[config.mk]
export PLATFORM = sky130hd
export DESIGN_NAME = instr_encoder
export DESIGN_NICKNAME = d
export VERILOG_FILES = /design/src/rtl/instr_encoder.sv
export SDC_FILE = /design/constraint.sdc
export NUM_CORES = 1
export LEC_CHECK = 0
export CORE_ASPECT_RATIO = 0.75
export CORE_MARGIN = 2
export CORE_UTILIZATION = 40
export CTS_BUF_LIST = sky130_fd_sc_hd__clkbuf_16
export DETAILED_ROUTE_END_ITERATION = 7
export PLACE_DENSITY = 0.67
export SLEW_MARGIN = 5
export SYNTH_ARGS = -nofsm -noshare
export SYNTH_HDL_FRONTEND = slang
export SYNTH_SLANG_ARGS = --single-unit
[constraint.sdc]
create_clock -name clk -period 6.9 [get_ports clk]
set_clock_uncertainty 0.1 [all_clocks]
set_input_delay 1.725 -clock clk [delete_from_list [all_inputs] [get_ports clk]]
set_output_delay 1.725 -clock clk [all_outputs]
set_load 0.05 [all_outputs]
[src/rtl/instr_encoder.sv]
// Packs decoded fields into RV32I words and expands LI into LUI/ADDI. Output is valid one cycle after accept.
// When the output is stalled, the beat is held and in_ready drops. A two-beat LI also blocks input until its second beat is loaded.
module instr_encoder (
    input  logic        clk,
    input  logic        rst_n,
    input  logic        in_valid,
    output logic        in_ready,
    input  logic [2:0]  fmt,
    input  logic [6:0]  opcode,
    input  logic [2:0]  funct3,
    input  logic [4:0]  rd,
    input  logic [4:0]  rs1,
    input  logic [4:0]  rs2,
    input  logic [31:0] imm,
    output logic        out_valid,
    input  logic        out_ready,
    output logic [31:0] out_instr,
    output logic        out_err,
    output logic        out_last
);

    typedef enum logic {IDLE, SECOND} state_t;

    localparam logic [2:0] FMT_I  = 3'd0;
    localparam logic [2:0] FMT_S  = 3'd1;
    localparam logic [2:0] FMT_B  = 3'd2;
    localparam logic [2:0] FMT_U  = 3'd3;
    localparam logic [2:0] FMT_J  = 3'd4;
    localparam logic [2:0] FMT_LI = 3'd5;
    localparam logic [6:0] OP_LUI  = 7'h37;
    localparam logic [6:0] OP_ADDI = 7'h13;

    state_t      state, state_nxt;
    logic [31:0] pend_q, pend_nxt;
    logic        out_valid_nxt, err_nxt, last_nxt;
    logic [31:0] instr_nxt;
    logic        ready_int, accept;

    logic [31:0] enc_word;
    logic        enc_err, enc_two;
    logic [11:0] li_lo;
    logic [19:0] li_hi;
    logic [31:0] li_lui, li_addi_x0, li_addi_rd;
    logic        i_ok, b_ok, j_ok, u_ok;

    always_comb begin
        i_ok = (imm[31:11] == {21{imm[31]}});
        b_ok = (imm[31:12] == {20{imm[31]}}) && !imm[0];
        j_ok = (imm[31:20] == {12{imm[31]}}) && !imm[0];
        u_ok = (imm[11:0] == 12'd0);

        // ADDI sign-extends lo, so hi absorbs the carry when lo is negative.
        li_lo      = imm[11:0];
        li_hi      = imm[31:12] + {19'd0, imm[11]};
        li_lui     = {li_hi, rd, OP_LUI};
        li_addi_x0 = {li_lo, 5'd0, 3'd0, rd, OP_ADDI};
        li_addi_rd = {li_lo, rd, 3'd0, rd, OP_ADDI};

        enc_word = 32'd0;
        enc_err  = 1'b0;
        enc_two  = 1'b0;
        case (fmt)
            FMT_I: begin
                enc_word = {imm[11:0], rs1, funct3, rd, opcode};
                enc_err  = !i_ok;
            end
            FMT_S: begin
                enc_word = {imm[11:5], rs2, rs1, funct3, imm[4:0], opcode};
                enc_err  = !i_ok;
            end
            FMT_B: begin
                enc_word = {imm[12], imm[10:5], rs2, rs1, funct3, imm[4:1], imm[11], opcode};
                enc_err  = !b_ok;
            end
            FMT_U: begin
                enc_word = {imm[31:12], rd, opcode};
                enc_err  = !u_ok;
            end
            FMT_J: begin
                enc_word = {imm[20], imm[10:1], imm[11], imm[19:12], rd, opcode};
                enc_err  = !j_ok;
            end
            FMT_LI: begin
                if (li_hi == 20'd0) begin
                    enc_word = li_addi_x0;
                end else if (li_lo == 12'd0) begin
                    enc_word = li_lui;
                end else begin
                    enc_word = li_lui;
                    enc_two  = 1'b1;
                end
            end
            default: begin
                enc_word = 32'd0;
                enc_err  = 1'b1;
            end
        endcase
    end

    assign ready_int = (state == IDLE) && (!out_valid || out_ready);
    assign accept    = in_valid && ready_int;
    assign in_ready  = rst_n && ready_int;

    always_comb begin
        state_nxt     = state;
        pend_nxt      = pend_q;
        out_valid_nxt = out_valid;
        instr_nxt     = out_instr;
        err_nxt       = out_err;
        last_nxt      = out_last;
        case (state)
            IDLE: begin
                if (accept) begin
                    out_valid_nxt = 1'b1;
                    instr_nxt     = enc_word;
                    err_nxt       = enc_err;
                    last_nxt      = !enc_two;
                    if (enc_two) begin
                        state_nxt = SECOND;
                        pend_nxt  = li_addi_rd;
                    end
                end else if (out_ready) begin
                    out_valid_nxt = 1'b0;
                end
            end
            SECOND: begin
                if (out_ready) begin
                    instr_nxt = pend_q;
                    err_nxt   = 1'b0;
                    last_nxt  = 1'b1;
                    state_nxt = IDLE;
                end
            end
        endcase
    end

    always_ff @(posedge clk or negedge rst_n) begin
        if (!rst_n) begin
            state     <= IDLE;
            pend_q    <= 32'd0;
            out_valid <= 1'b0;
            out_instr <= 32'd0;
            out_err   <= 1'b0;
            out_last  <= 1'b0;
        end else begin
            state     <= state_nxt;
            pend_q    <= pend_nxt;
            out_valid <= out_valid_nxt;
            out_instr <= instr_nxt;
            out_err   <= err_nxt;
            out_last  <= last_nxt;
        end
    end

endmodule

==> tab_implementation.tex <==
\begin{tabular}{lr}
\hline
Metric & Value \\
\hline
\multicolumn{2}{l}{\textbf{STA}} \\
\quad Max Transition Viols Final & 0 \\
\quad Headroom to the max-slew limit & 0.355 \\
\quad Setup TNS after final layout & 0 ns \\
\quad Hold Vio Cnt, Final & 0 \\
\quad Shortest clock period the worst path allows after layout & 5.78 ns \\
\quad Maximum frequency from static timing analysis & 173 MHz \\
\quad Setup violations, final & 0 \\
\quad Worst Max-Slew Pin Slew & 0.964 ns \\
\quad Setup repair after global routing missed its margin & no \\
\quad Portion of the clock cycle consumed by the worst path in the final layout & 0.838 \\
\multicolumn{2}{l}{\textbf{Synthesis}} \\
\quad Count of cell types in the netlist & 68 \\
\quad Most frequently used flop master after synthesis & sky130\_fd\_sc\_hd\_\_dfrtp\_1 \\
\quad Synth Instances & 457 \\
\quad Leading cell types by count after synthesis & 54 x sky130\_fd\_sc\_hd\_\_dfrtp\_1, 41 x sky130\_fd\_sc\_hd\_\_o21ai\_0, 36 x sky130\_fd\_sc\_hd\_\_nor2\_1, 33 x sky130\_fd\_sc\_hd\_\_a21oi\_1, 29 x sky130\_fd\_sc\_hd\_\_nand2\_1 \\
\quad Share of synthesized flip-flops with an asynchronous set or reset & 1.00 \\
\quad Post-Syn Nets & 523 \\
\quad Mean instance size in the synthesized netlist & 8.73 um2 \\
\quad YS warnings & 0 \\
\quad Dominant cells by area after synthesis & sky130\_fd\_sc\_hd\_\_dfrtp\_1 34\%, sky130\_fd\_sc\_hd\_\_mux2\_4 6.4\%, sky130\_fd\_sc\_hd\_\_o21ai\_0 5.1\%, sky130\_fd\_sc\_hd\_\_a21oi\_1 4.1\%, sky130\_fd\_sc\_hd\_\_nor2\_1 3.4\% \\
\quad Post-synth top area cell & sky130\_fd\_sc\_hd\_\_dfrtp\_1 \\
\quad Number of enable flip-flop cells after synthesis & 0 \\
\quad Top cell type's share of synthesized area & 0.339 \\
\quad Synthesis-stage register bit count & 54 \\
\quad Cell Area, Synth & 0.00399 mm2 \\
\quad Register area share after synthesis & 0.339 \\
\quad Most numerous cell in the Yosys netlist & sky130\_fd\_sc\_hd\_\_dfrtp\_1 \\
\multicolumn{2}{l}{\textbf{Worst setup path}} \\
\quad Type of the worst setup path & input port to flop \\
\quad Launch point of the worst reg-to-reg path & state \\
\quad Critical Path AT & 5.86 ns \\
\quad Critical Path Source Type & input port \\
\quad Critical path fanouts, max & 16 \\
\quad Reg2reg setup slack & 3.43 ns \\
\quad Reg-to-reg critical path endpoint & pend\_q[30] \\
\quad Required time worst endpoint & 6.98 ns \\
\quad Critical path capture point type & flop \\
\quad First element of the critical path & imm[11] \\
\quad Worst Reg-to-Reg Cells & 5 \\
\quad Worst setup path endpoint & pend\_q[30] \\
\multicolumn{2}{l}{\textbf{Clock network}} \\
\quad Number of H-tree branching levels & 2 \\
\quad Count of hold-fix buffers inserted at cts & 0 \\
\quad Root Buffer & sky130\_fd\_sc\_hd\_\_clkbuf\_16 \\
\quad CTS resizes & 0 \\
\quad Number of clock sinks & 54 \\
\quad Inserted Clock Buffers & 5 \\
\quad Number of buffers between clock root and the deepest sink & 2 \\
\quad Clock latency on the worst-skew pair & 0.29 ns \\
\quad CTS tree & done \\
\quad Clock-pin slew of the registers on the worst-case setup and hold paths & 0.07 ns \\
\quad Number of buffers added for setup after CTS & 0 \\
\multicolumn{2}{l}{\textbf{Hold path}} \\
\quad Worst hold path startpoint & pend\_q[4] \\
\quad Worst min path class & flop to flop \\
\multicolumn{2}{l}{\textbf{Final layout}} \\
\quad Final nets & 601 \\
\quad Share of the core filled with cells in the final layout & 0.538 \\
\quad Post-route standard cell area excluding fillers & 0.00519 mm2 \\
\quad Number of fill cells in the layout & 880 \\
\quad Area growth from synthesis to layout & 30.2\% \\
\quad Proportion of layout cells with a drive suffix above 1 & 0.0991 \\
\quad Diodes inserted & 0 \\
\multicolumn{2}{l}{\textbf{GRT}} \\
\quad Pin count of the biggest net entering global routing & 55 \\
\quad Global-route usage over all layers & 0.264 \\
\quad Wire length of the first global-routing pass & 22,600 um \\
\quad Number of antenna violations at the first check in global routing & 0 \\
\quad GRT overflow & 0 \\
\quad Number of global-route vias before repair & 4,000 \\
\multicolumn{2}{l}{\textbf{Routing}} \\
\quad DR WL/cell & 21.0 um \\
\quad DR pass1 iterations & 5 \\
\quad Residual DRC count & 0 \\
\quad Initial detailed-routing violation count & 414 \\
\quad DR vias & 4,147 \\
\quad Routed Antenna Nets & 0 \\
\quad Final wirelength & 14,000 um \\
\quad Number of vias per cell & 6.22 \\
\multicolumn{2}{l}{\textbf{Die}} \\
\quad Effective utilization at floorplan & 0.413 \\
\quad Die Y-Extent & 90.5 um \\
\quad Row count & 31 \\
\quad Width of the die & 119 um \\
\quad I/O pins & 100 \\
\quad Die area & 0.0108 mm2 \\
\quad Placeable Area & 0.00966 mm2 \\
\multicolumn{2}{l}{\textbf{Placed design}} \\
\quad Placed Instance Area & 0.00505 mm2 \\
\quad I/O Buffers & 99 \\
\quad Placer's final routability congestion estimate & 0.886 \\
\quad DP Wirelength & 10,300 um \\
\multicolumn{2}{l}{\textbf{Power and ir drop}} \\
\quad Max IR drop VDD & 0.000128 V \\
\quad Static Leakage & 1.99 nW \\
\quad Power Dens Cells & 228 mW/mm2 \\
\quad Post-layout power & 1.18 mW \\
\multicolumn{2}{l}{\textbf{Job}} \\
\quad Maximum capacitance violations & 0 \\
\multicolumn{2}{l}{\textbf{Status}} \\
\quad Outcome & finished, final reports clean \\
\hline
\end{tabular}
==> through the flow <==
step,setup WS (ns),hold slack (ns),cells
finish,1.12,0.370,667
global route,0.881,0.403,667
CTS,1.11,0.376,667
detailed placement,0.817,0.360,660
global placement,0.876,0.359,660
floorplan,2.15,0.340,457
==> state kept, by name (all words and copies together), names as in the netlist <==
name / cells
out_instr: 32
pend_q: 18
out_err: 1
out_last: 1
out_valid: 1
state: 1
==> per-layer routing <==
metal / GRT usage / up-vias / wire [um]
met5: 0 / - / 0
met4: 0.0598 / 0 / 241
met3: 0.0556 / 17 / 1200
met2: 0.387 / 200 / 6110
met1: 0.395 / 2012 / 6490
li1: - / 1918 / -
==> logic make-up after synthesis <==
kind of cell               Yosys count  share of synthesized area
adders and majority gates            2                    0.00627
muxes                               26                     0.0888
buffers and inverters               46                     0.0499
DFF                                 54                      0.339
xor gates and xnor gates            12                     0.0264
AOI/OAI and AO/OA                  176                      0.298
and+or+nand+nor                    141                      0.191
==> cell usage in the layout (no fill, tap or decap), drive strengths merged, types with 6 or more instances in the layout <==
master,count
mux2,24
o21ai,41
and3,9
nor3,9
a221oi,9
dfrtp,54
a21oi,33
inv,9
nor2,36
a22o,6
a22oi,17
nor4,11
buf,11
nor2b,7
xnor2,7
clkdlybuf4s50,98
a31oi,9
nand4,8
nand3,11
o31ai,7
nand2,30
==> power breakdown <==
group | switching (mW) | internal (mW)
registers | 0.0475 | 0.385
clock network | 0.116 | 0.132
logic | 0.301 | 0.201
==> area by class of cell <==
cell class / instances / area [um2] / area share
clock buffers: 5 / 125 / 0.0241
flip-flops and latches: 54 / 1350 / 0.260
repair buffers: 109 / 1060 / 0.204
inverters: 8 / 30.0 / 0.00578
multi-input cells: 357 / 2450 / 0.471
well taps: 132 / 165 / 0.0318
clock inverters: 2 / 11.3 / 0.00217
==> critical path, cell delays in order <==
cell and delay, ns:
sky130_fd_sc_hd__clkdlybuf4s50_1 0.73, sky130_fd_sc_hd__ha_1 0.27, sky130_fd_sc_hd__nand3_1 0.21, sky130_fd_sc_hd__or3_1 0.54, sky130_fd_sc_hd__or4_1 0.54, sky130_fd_sc_hd__nand4_1 0.15
sky130_fd_sc_hd__nor4_4 0.13, sky130_fd_sc_hd__nor4b_4 0.86, sky130_fd_sc_hd__buf_4 0.37, sky130_fd_sc_hd__mux2_4 0.32
==> worst min-delay path by stage <==
stage	cells past startpoint	end
finish	1	pend_q[4]
global route	1	pend_q[4]
CTS	1	pend_q[4]
detailed placement	1	pend_q[4]
global placement	1	pend_q[4]
floorplan	1	pend_q[4]
No activity file was read; power rests on OpenSTA's default activity.
